File: config.mk
export PLATFORM = sky130hd
export DESIGN_NAME = maxpool_2x2
export DESIGN_NICKNAME = d
export VERILOG_FILES = /design/src/rtl/cnn_pkg.sv /design/src/rtl/c_shift_ram.sv /design/src/rtl/maxpool_2x2.sv
export SDC_FILE = /design/constraint.sdc
export NUM_CORES = 2
export LEC_CHECK = 0
export CORE_AREA = 2 2 282 256
export DETAILED_ROUTE_END_ITERATION = 10
export DIE_AREA = 0 0 284 258
export MAX_ROUTING_LAYER = met4
export PLACE_DENSITY = 0.76
export SETUP_SLACK_MARGIN = 0.5
export SYNTH_ARGS = -nofsm -noshare
export SYNTH_HDL_FRONTEND = slang
export SYNTH_SLANG_ARGS = --single-unit
File: constraint.sdc
create_clock -name i_clk -period 11.65 [get_ports i_clk]
set_clock_uncertainty 0.2 [all_clocks]
set_input_delay 2.33 -clock i_clk [delete_from_list [all_inputs] [get_ports i_clk]]
set_output_delay 2.33 -clock i_clk [all_outputs]
set_load 0.02 [all_outputs]
File: src/rtl/cnn_pkg.sv
`default_nettype none
//============================================================================
// Module   : cnn_pkg
// Purpose  : Shared CNN datapath defaults and signed-max helper.
// Revision : 1.0 - initial release
//============================================================================
package cnn_pkg;

    localparam int unsigned c_n_data = 32;
    localparam int unsigned c_max_w  = 64;

    // Operands arrive sign-extended to c_max_w so one helper serves any pixel width;
    // on a tie the first operand is returned, which equals the second anyway.
    function automatic logic signed [c_max_w-1:0] smax(
        input logic signed [c_max_w-1:0] a,
        input logic signed [c_max_w-1:0] b
    );
        return (a >= b) ? a : b;
    endfunction

endpackage
`default_nettype wire

File: src/rtl/c_shift_ram.sv
`default_nettype none
//============================================================================
// Module   : c_shift_ram
// Purpose  : Clock-enabled shift-register line buffer; o_data is the word
//            written N_LEN enabled cycles earlier.
// Revision : 1.0 - initial release
//============================================================================
module c_shift_ram #(
    parameter int N_DATA = 32,
    parameter int N_LEN  = 28
) (
    input  logic              i_clk,
    input  logic              i_rst_n,
    input  logic              i_ce,
    input  logic [N_DATA-1:0] i_data,
    output logic [N_DATA-1:0] o_data
);

    logic [N_DATA-1:0] r_sr [N_LEN];

    always_ff @(posedge i_clk or negedge i_rst_n) begin
        if (!i_rst_n) begin
            for (int i = 0; i < N_LEN; i++) begin
                r_sr[i] <= '0;
            end
        end else if (i_ce) begin
            r_sr[0] <= i_data;
            for (int i = 1; i < N_LEN; i++) begin
                r_sr[i] <= r_sr[i-1];
            end
        end
    end

    assign o_data = r_sr[N_LEN-1];

endmodule
`default_nettype wire

File: src/rtl/maxpool_2x2.sv
`default_nettype none
//============================================================================
// Module   : maxpool_2x2
// Purpose  : Streaming 2x2 stride-2 signed max-pool over a raster frame.
// Revision : 1.0 - initial release
//============================================================================
module maxpool_2x2
    import cnn_pkg::*;
#(
    parameter int N_DATA = c_n_data,
    parameter int IMG_W  = 28,
    parameter int IMG_H  = 28
) (
    input  logic                     i_clk,
    input  logic                     i_rst_n,
    input  logic                     i_clear,
    input  logic                     i_valid,
    input  logic signed [N_DATA-1:0] i_data,
    output logic                     o_valid,
    output logic signed [N_DATA-1:0] o_data,
    output logic                     o_last
);

    localparam int c_col_w = $clog2(IMG_W);
    localparam int c_row_w = $clog2(IMG_H);

    if ((IMG_W % 2) != 0 || (IMG_H % 2) != 0 || IMG_W < 2 || IMG_H < 2) begin : g_bad_dims
        $error("maxpool_2x2: IMG_W and IMG_H must be even and >= 2");
    end

    logic                     w_beat;
    logic                     w_col_last;
    logic                     w_row_last;
    logic signed [N_DATA-1:0] w_top;
    logic signed [N_DATA-1:0] w_pair;
    logic signed [N_DATA-1:0] w_res;

    logic [c_col_w-1:0]       r_col;
    logic [c_row_w-1:0]       r_row;
    logic signed [N_DATA-1:0] r_m0;
    logic signed [N_DATA-1:0] r_data;
    logic                     r_valid;
    logic                     r_last;

    assign w_beat     = i_valid & ~i_clear;
    assign w_col_last = (r_col == c_col_w'(IMG_W - 1));
    assign w_row_last = (r_row == c_row_w'(IMG_H - 1));

    c_shift_ram #(
        .N_DATA (N_DATA),
        .N_LEN  (IMG_W)
    ) u_line_buf (
        .i_clk   (i_clk),
        .i_rst_n (i_rst_n),
        .i_ce    (w_beat),
        .i_data  (i_data),
        .o_data  (w_top)
    );

    // Column pair of the current window, then fold in the left-column partial.
    assign w_pair = N_DATA'(smax(c_max_w'(w_top), c_max_w'(i_data)));
    assign w_res  = N_DATA'(smax(c_max_w'(r_m0), c_max_w'(w_pair)));

    always_ff @(posedge i_clk or negedge i_rst_n) begin
        if (!i_rst_n) begin
            r_col   <= '0;
            r_row   <= '0;
            r_m0    <= '0;
            r_data  <= '0;
            r_valid <= 1'b0;
            r_last  <= 1'b0;
        end else if (i_clear) begin
            r_col   <= '0;
            r_row   <= '0;
            r_m0    <= '0;
            r_valid <= 1'b0;
            r_last  <= 1'b0;
        end else begin
            r_valid <= 1'b0;
            r_last  <= 1'b0;
            if (w_beat) begin
                if (w_col_last) begin
                    r_col <= '0;
                    r_row <= w_row_last ? '0 : r_row + 1'b1;
                end else begin
                    r_col <= r_col + 1'b1;
                end
                // Odd rows close windows: even column stores the partial, odd column emits.
                if (r_row[0] && !r_col[0]) begin
                    r_m0 <= w_pair;
                end
                if (r_row[0] && r_col[0]) begin
                    r_data  <= w_res;
                    r_valid <= 1'b1;
                    r_last  <= w_row_last && w_col_last;
                end
            end
        end
    end

    assign o_valid = r_valid;
    assign o_data  = r_data;
    assign o_last  = r_last;

endmodule
`default_nettype wire

Word level (Yosys, flattened, before mapping)
Cells that the tools add are included.
W data, S select, Z words.

operators by class
  add/subtract/negate cells = 2
  magnitude comparators = 2
  eq/ne operators = 2
  muxes and demuxes = 18
  bitwise operators = 2
  reductions and logical operators = 10

operators by type and width
  operator               count
  $mux W32               5
  $ge A32 B32 Y1         2
  $mux W5                7
  $add A5 B1 Y5 const B  2
  $eq A5 B5 Y1 const B   2
  $mux W1                6
  $reduce_bool A2 Y1     3
  $reduce_and A2 Y1      2
  $logic_and A1 B1 Y1    3
  $reduce_and A3 Y1      1
  $and A1 B1 Y1          1
  $logic_not A1 Y1       1
  $not A1 Y1             1

word-level totals
  bits in registers = 972
  word-level logic and storage cells = 70

Logic depth before layout (Yosys ltp)
  depth after elaboration = 5
  depth in mapped cells = 22
  mapped depth without buffers = 20

By module
A second synthesis with hierarchy kept.

unflattened totals
  cells, all modules = 2,526
  area, all modules = 38,904.8 µm²

modules (own cells, without submodules)
  module       times used  cells each  area each (µm²)  seq. area each (µm²)
  c_shift_ram  1           1,924       33,564.7         22,421.5
  maxpool_2x2  1           602         5,340.1          1,901.8

Least setup slack after synthesis
OpenSTA, ideal clock, no wires.

  path type = input-to-reg
  from = input port i_data[14]
  to = register r_data[10] (netlist: o_data[10])
  data arrival time = 6.434 ns
  required time = 11.358 ns
  slack = 4.923 ns
  stages on the path = 20
  path buffers = 2
  cells stage by stage = inv_1 ha_1 a21oi_1 nand2_1 a221o_1 o31ai_1 a21oi_1 nor2_1 buf_2 mux2i_1 ha_1 nand2_1 or4_1 o211ai_1 a21oi_1 or3_1 nand4_2 clkbuf_1 a21oi_1 o31ai_2

between the ends
  cells in the longest elaborated chain, start to end = 4

RTL lines
  what                    RTL line           text
  start: declaration      maxpool_2x2.sv:18  input logic signed [N_DATA-1:0] i_data,
  $ge A32 B32 Y1          cnn_pkg.sv:18      return (a >= b) ? a : b;
  $mux W32 *              cnn_pkg.sv:18
  $ge A32 B32 Y1          cnn_pkg.sv:18
  $mux W32 *              cnn_pkg.sv:18
  end signal: assignment  maxpool_2x2.sv:93  r_data <= w_res;
  end: declaration        maxpool_2x2.sv:41  logic signed [N_DATA-1:0] r_data;

Every way passes the cells marked *; elsewhere a longest branch is shown, timed or not.
A chain may end at the register's enable or synchronous reset.

Final worst setup path
  from = input port i_data[6]
  to = register r_data[27] (netlist: o_data[27])

Same word-level chain as after synthesis.

==> reports/results.txt <==
Worst-Skew Late Latency - 0.64 ns
R2R depth - 19
Yosys warnings - 0
CTS H-tree depth - 3
Max-slew violations - 0
Total core area - 70700 um^2
RSZ-0062 raised after global routing - false
Crit Reg-Reg Startpoint - u_line_buf.o_data[5]$_DFFE_PN0P_
FFs w/ async S/R, synth - 100%
Fillers - 5282
Tcrit/Tclk final - 74.1%
Fin. Hold Viols - 0
GPL Wtd Cong - 0.846
Grt total ovfl - 0
Commonest non-fill, non-tap cell in the layout - dfrtp_1
Flop-to-flop setup slack - 4.88 ns
Critical Path End Type - register
Synthesized flop and latch total - 972
Detailed Place HPWL - 39.7 mm
Initial antenna violation count - 4
Synth Cell Area - 38300 um^2
Post-CTS setup buffers - 0
Cell count after synthesis - 2495
Hold WC Path Type - reg -> reg
Pwr dens - 201 nW/um^2
Arr. time, crit path - 8.98 ns
DIE WIDTH - 284 um
Run status - complete, no violations
Remaining DRCs - 0
DR iter-0 viols - 1130
I/O Buffers - 69
Num ports - 70
P&R area growth vs syn - 12.6%
Initial Util - 54.2%
Worst Setup EP - o_data[27]$_DFFE_PN0P_
# rows - 93
Post-synth net total - 2596
Critical path class - in -> reg
Pin count of the biggest net entering global routing - 211
CTS Buf Count - 94
Maximum clock path buffer count - 3
All-layer global routing usage - 18.5%
Crit-path slowest cell - nor2_4
Setup crit start kind - primary input
Primary FF master, synth - dfrtp_1
Count of cell types in the netlist - 53
Die area - 73300 um^2
Commonest cells after routing, fill and taps aside - 972 x dfrtp_1, 895 x mux2_2, 94 x clkbuf_16
Height of the die - 258 um
Peak VDD IR - 0.141 mV
Register area share after synthesis - 63.4%
Static leakage - 20.6 nW
Minimum clock period - 8.63 ns
Worst Path Required - 12.00 ns
Clock Pin Slew Worst Setup and Hold Paths - 0.07 ns
CTS tree - yes
Final setup fails - 0
CTS resizes - 0
Layout cell share with drive strength beyond 1 - 41.8%
Actual slew at the worst max-slew pin - 1.35 ns
Total Neg Setup Slack - 0 ns
WL final - 64.0 mm
Worst Path Max Fanout - 34
Slew Limit Headroom - 10.0%
CTS root buffer - clkbuf_16
Worst path most repeated cell - nand2_1
Initial DRT Pass Iterations - 5
R2R Path End - o_data[27]$_DFFE_PN0P_
Global-route wire length before repair - 108 mm
Design Area, Final - 43200 um^2
Final #Nets - 2649
Post-synth EDFFs - 0
Max-cap viol count - 0
Wire per inst - 17.9 um
DR vias - 19500
CP startpoint - i_data[6]
Vias per inst - 5.46
Number of global-route vias before repair - 20600
Final core occ - 61.0%
Post-detailed-route count of antenna-violating nets - 0
DP Area - 40000 um^2
Synth Area per Inst - 15.4 um^2
Worst stage delay on the critical path - 0.97 ns
Hold_buf cts - 0
CP Cell Sequence - clkdlybuf4s50_1 -> inv_1 -> ha_1 -> nand2_1 -> o21ai_0 -> a221o_1 -> o31ai_1 -> a21oi_1 -> nor2_4 -> mux2i_1 -> ha_1 -> nand2_1 -> nor4_1 -> nand2_1 -> a31o_2 -> o311a_1 -> o21ai_0 -> nand4_2 -> buf_4 -> and3_1 -> o31ai_2
Fmax achieved - 116 MHz
Sink Count - 972
[layer usage]
| layer | vias up | part of all wire [%] | GRT usage [%] |
|---|---|---|---|
| met2 | 242 | 47 | 28.2 |
| met3 | 112 | 2.9 | 2.70 |
| li1 | 9024 | - | - |
| met5 | - | 0 | - |
| met1 | 10200 | 48 | 26.1 |
| met4 | 0 | 2.2 | 5.35 |
[how the worst min path moves through the flow]
stage	startpoint	end	slack, ns	cells after the start
2_1_floorplan	u_line_buf.r_sr[32]$_DFFE_PN0P_	u_line_buf.o_data[0]$_DFFE_PN0P_	0.25	2
3_3_place_gp	o_data[5]$_DFFE_PN0P_	o_data[5]$_DFFE_PN0P_	0.27	2
6_report	u_line_buf.r_sr[373]$_DFFE_PN0P_	u_line_buf.r_sr[341]$_DFFE_PN0P_	0.27	1
3_5_place_dp	o_data[21]$_DFFE_PN0P_	o_data[21]$_DFFE_PN0P_	0.27	2
5_1_grt	u_line_buf.r_sr[373]$_DFFE_PN0P_	u_line_buf.r_sr[341]$_DFFE_PN0P_	0.28	1
4_1_cts	u_line_buf.r_sr[433]$_DFFE_PN0P_	u_line_buf.r_sr[401]$_DFFE_PN0P_	0.27	1
[cell type report]
cell class	count	area, um^2	area share [%]
Antenna cell	4	10.0	0.0232
Clock buffer	142	2750	6.38
Clock inverter	27	423	0.980
Inverter	39	146	0.339
Multi-Input combinational cell	1354	13400	31.0
Sequential cell	972	24300	56.4
Tap cell	950	1190	2.75
Timing Repair Buffer	87	918	2.13
[sequential cells by signal, indices dropped and copies added (netlist names)]
signal             flops
o_valid                1
o_data                32
r_col                  5
u_line_buf.o_data     32
u_line_buf.r_sr      864
o_last                 1
r_row                  5
r_m0                  32
[cells by family after synthesis]
group / Yosys count / synth area share [%]
AOI/OAI and AO/OA: 170 / 3.04
adders and majority gates: 65 / 2.12
buffers and inverters: 169 / 1.69
DFF: 972 / 63.4
muxes: 929 / 27.2
and+or+nand+nor: 190 / 2.53
[critical path: cells and delay by family]
family                   cells  cell delay, ns
buffers and inverters        3            1.22
adder cells (fa/ha/maj)      2            0.69
multiplexers                 1            0.29
AND/OR/NAND/NOR              7            2.62
AO/OA/AOI/OAI                8            1.79
[synth_stat cells, types with 2 or more instances]
| library cell | instances | area share [%] |
|---|---|---|
| o211ai_1 | 2 | 0.039 |
| nor3b_1 | 3 | 0.059 |
| nor2b_1 | 6 | 0.098 |
| a21oi_1 | 63 | 0.82 |
| nor4_1 | 3 | 0.049 |
| nor3_1 | 2 | 0.026 |
| buf_2 | 7 | 0.091 |
| or4_1 | 2 | 0.039 |
| or3_1 | 2 | 0.033 |
| nand3_1 | 9 | 0.12 |
| dfrtp_1 | 972 | 63 |
| inv_1 | 39 | 0.38 |
| a31o_2 | 3 | 0.069 |
| and4b_1 | 2 | 0.052 |
| nand2b_1 | 2 | 0.033 |
| a21o_1 | 7 | 0.14 |
| nand4_1 | 10 | 0.16 |
| and4_1 | 3 | 0.069 |
| mux2i_1 | 34 | 0.89 |
| nor2_1 | 16 | 0.16 |
| o21a_1 | 4 | 0.078 |
| a22oi_1 | 2 | 0.039 |
| mux2_2 | 895 | 26 |
| and3_1 | 32 | 0.52 |
| o21ai_0 | 42 | 0.55 |
| nand2_1 | 89 | 0.87 |
| a211oi_1 | 2 | 0.039 |
| nand4b_1 | 2 | 0.046 |
| ha_1 | 65 | 2.1 |
| o31ai_1 | 6 | 0.12 |
| o21ai_1 | 2 | 0.026 |
| clkbuf_1 | 121 | 1.2 |
| nand4_2 | 2 | 0.065 |
| o31ai_2 | 25 | 0.82 |
[power breakdown]
part           internal, mW  switching (mW)  total (mW)  leakage (nW)
Clock                  1.80            1.27        3.06          1.55
Combinational         0.679           0.367        1.05          6.29
Sequential             4.18           0.407        4.58          12.8
[through the flow]
stage	hold slack (ns)	std cells	total power, mW	setup slack [ns]
3_5_place_dp	0.275	3401	5.70	2.45
5_1_grt	0.281	3575	9.15	2.69
3_3_place_gp	0.267	3401	5.60	2.59
2_1_floorplan	0.246	2495	5.33	4.92
4_1_cts	0.268	3570	8.82	3.16
6_report	0.272	3575	8.70	3.02
(Power assumes the default switching activity.)
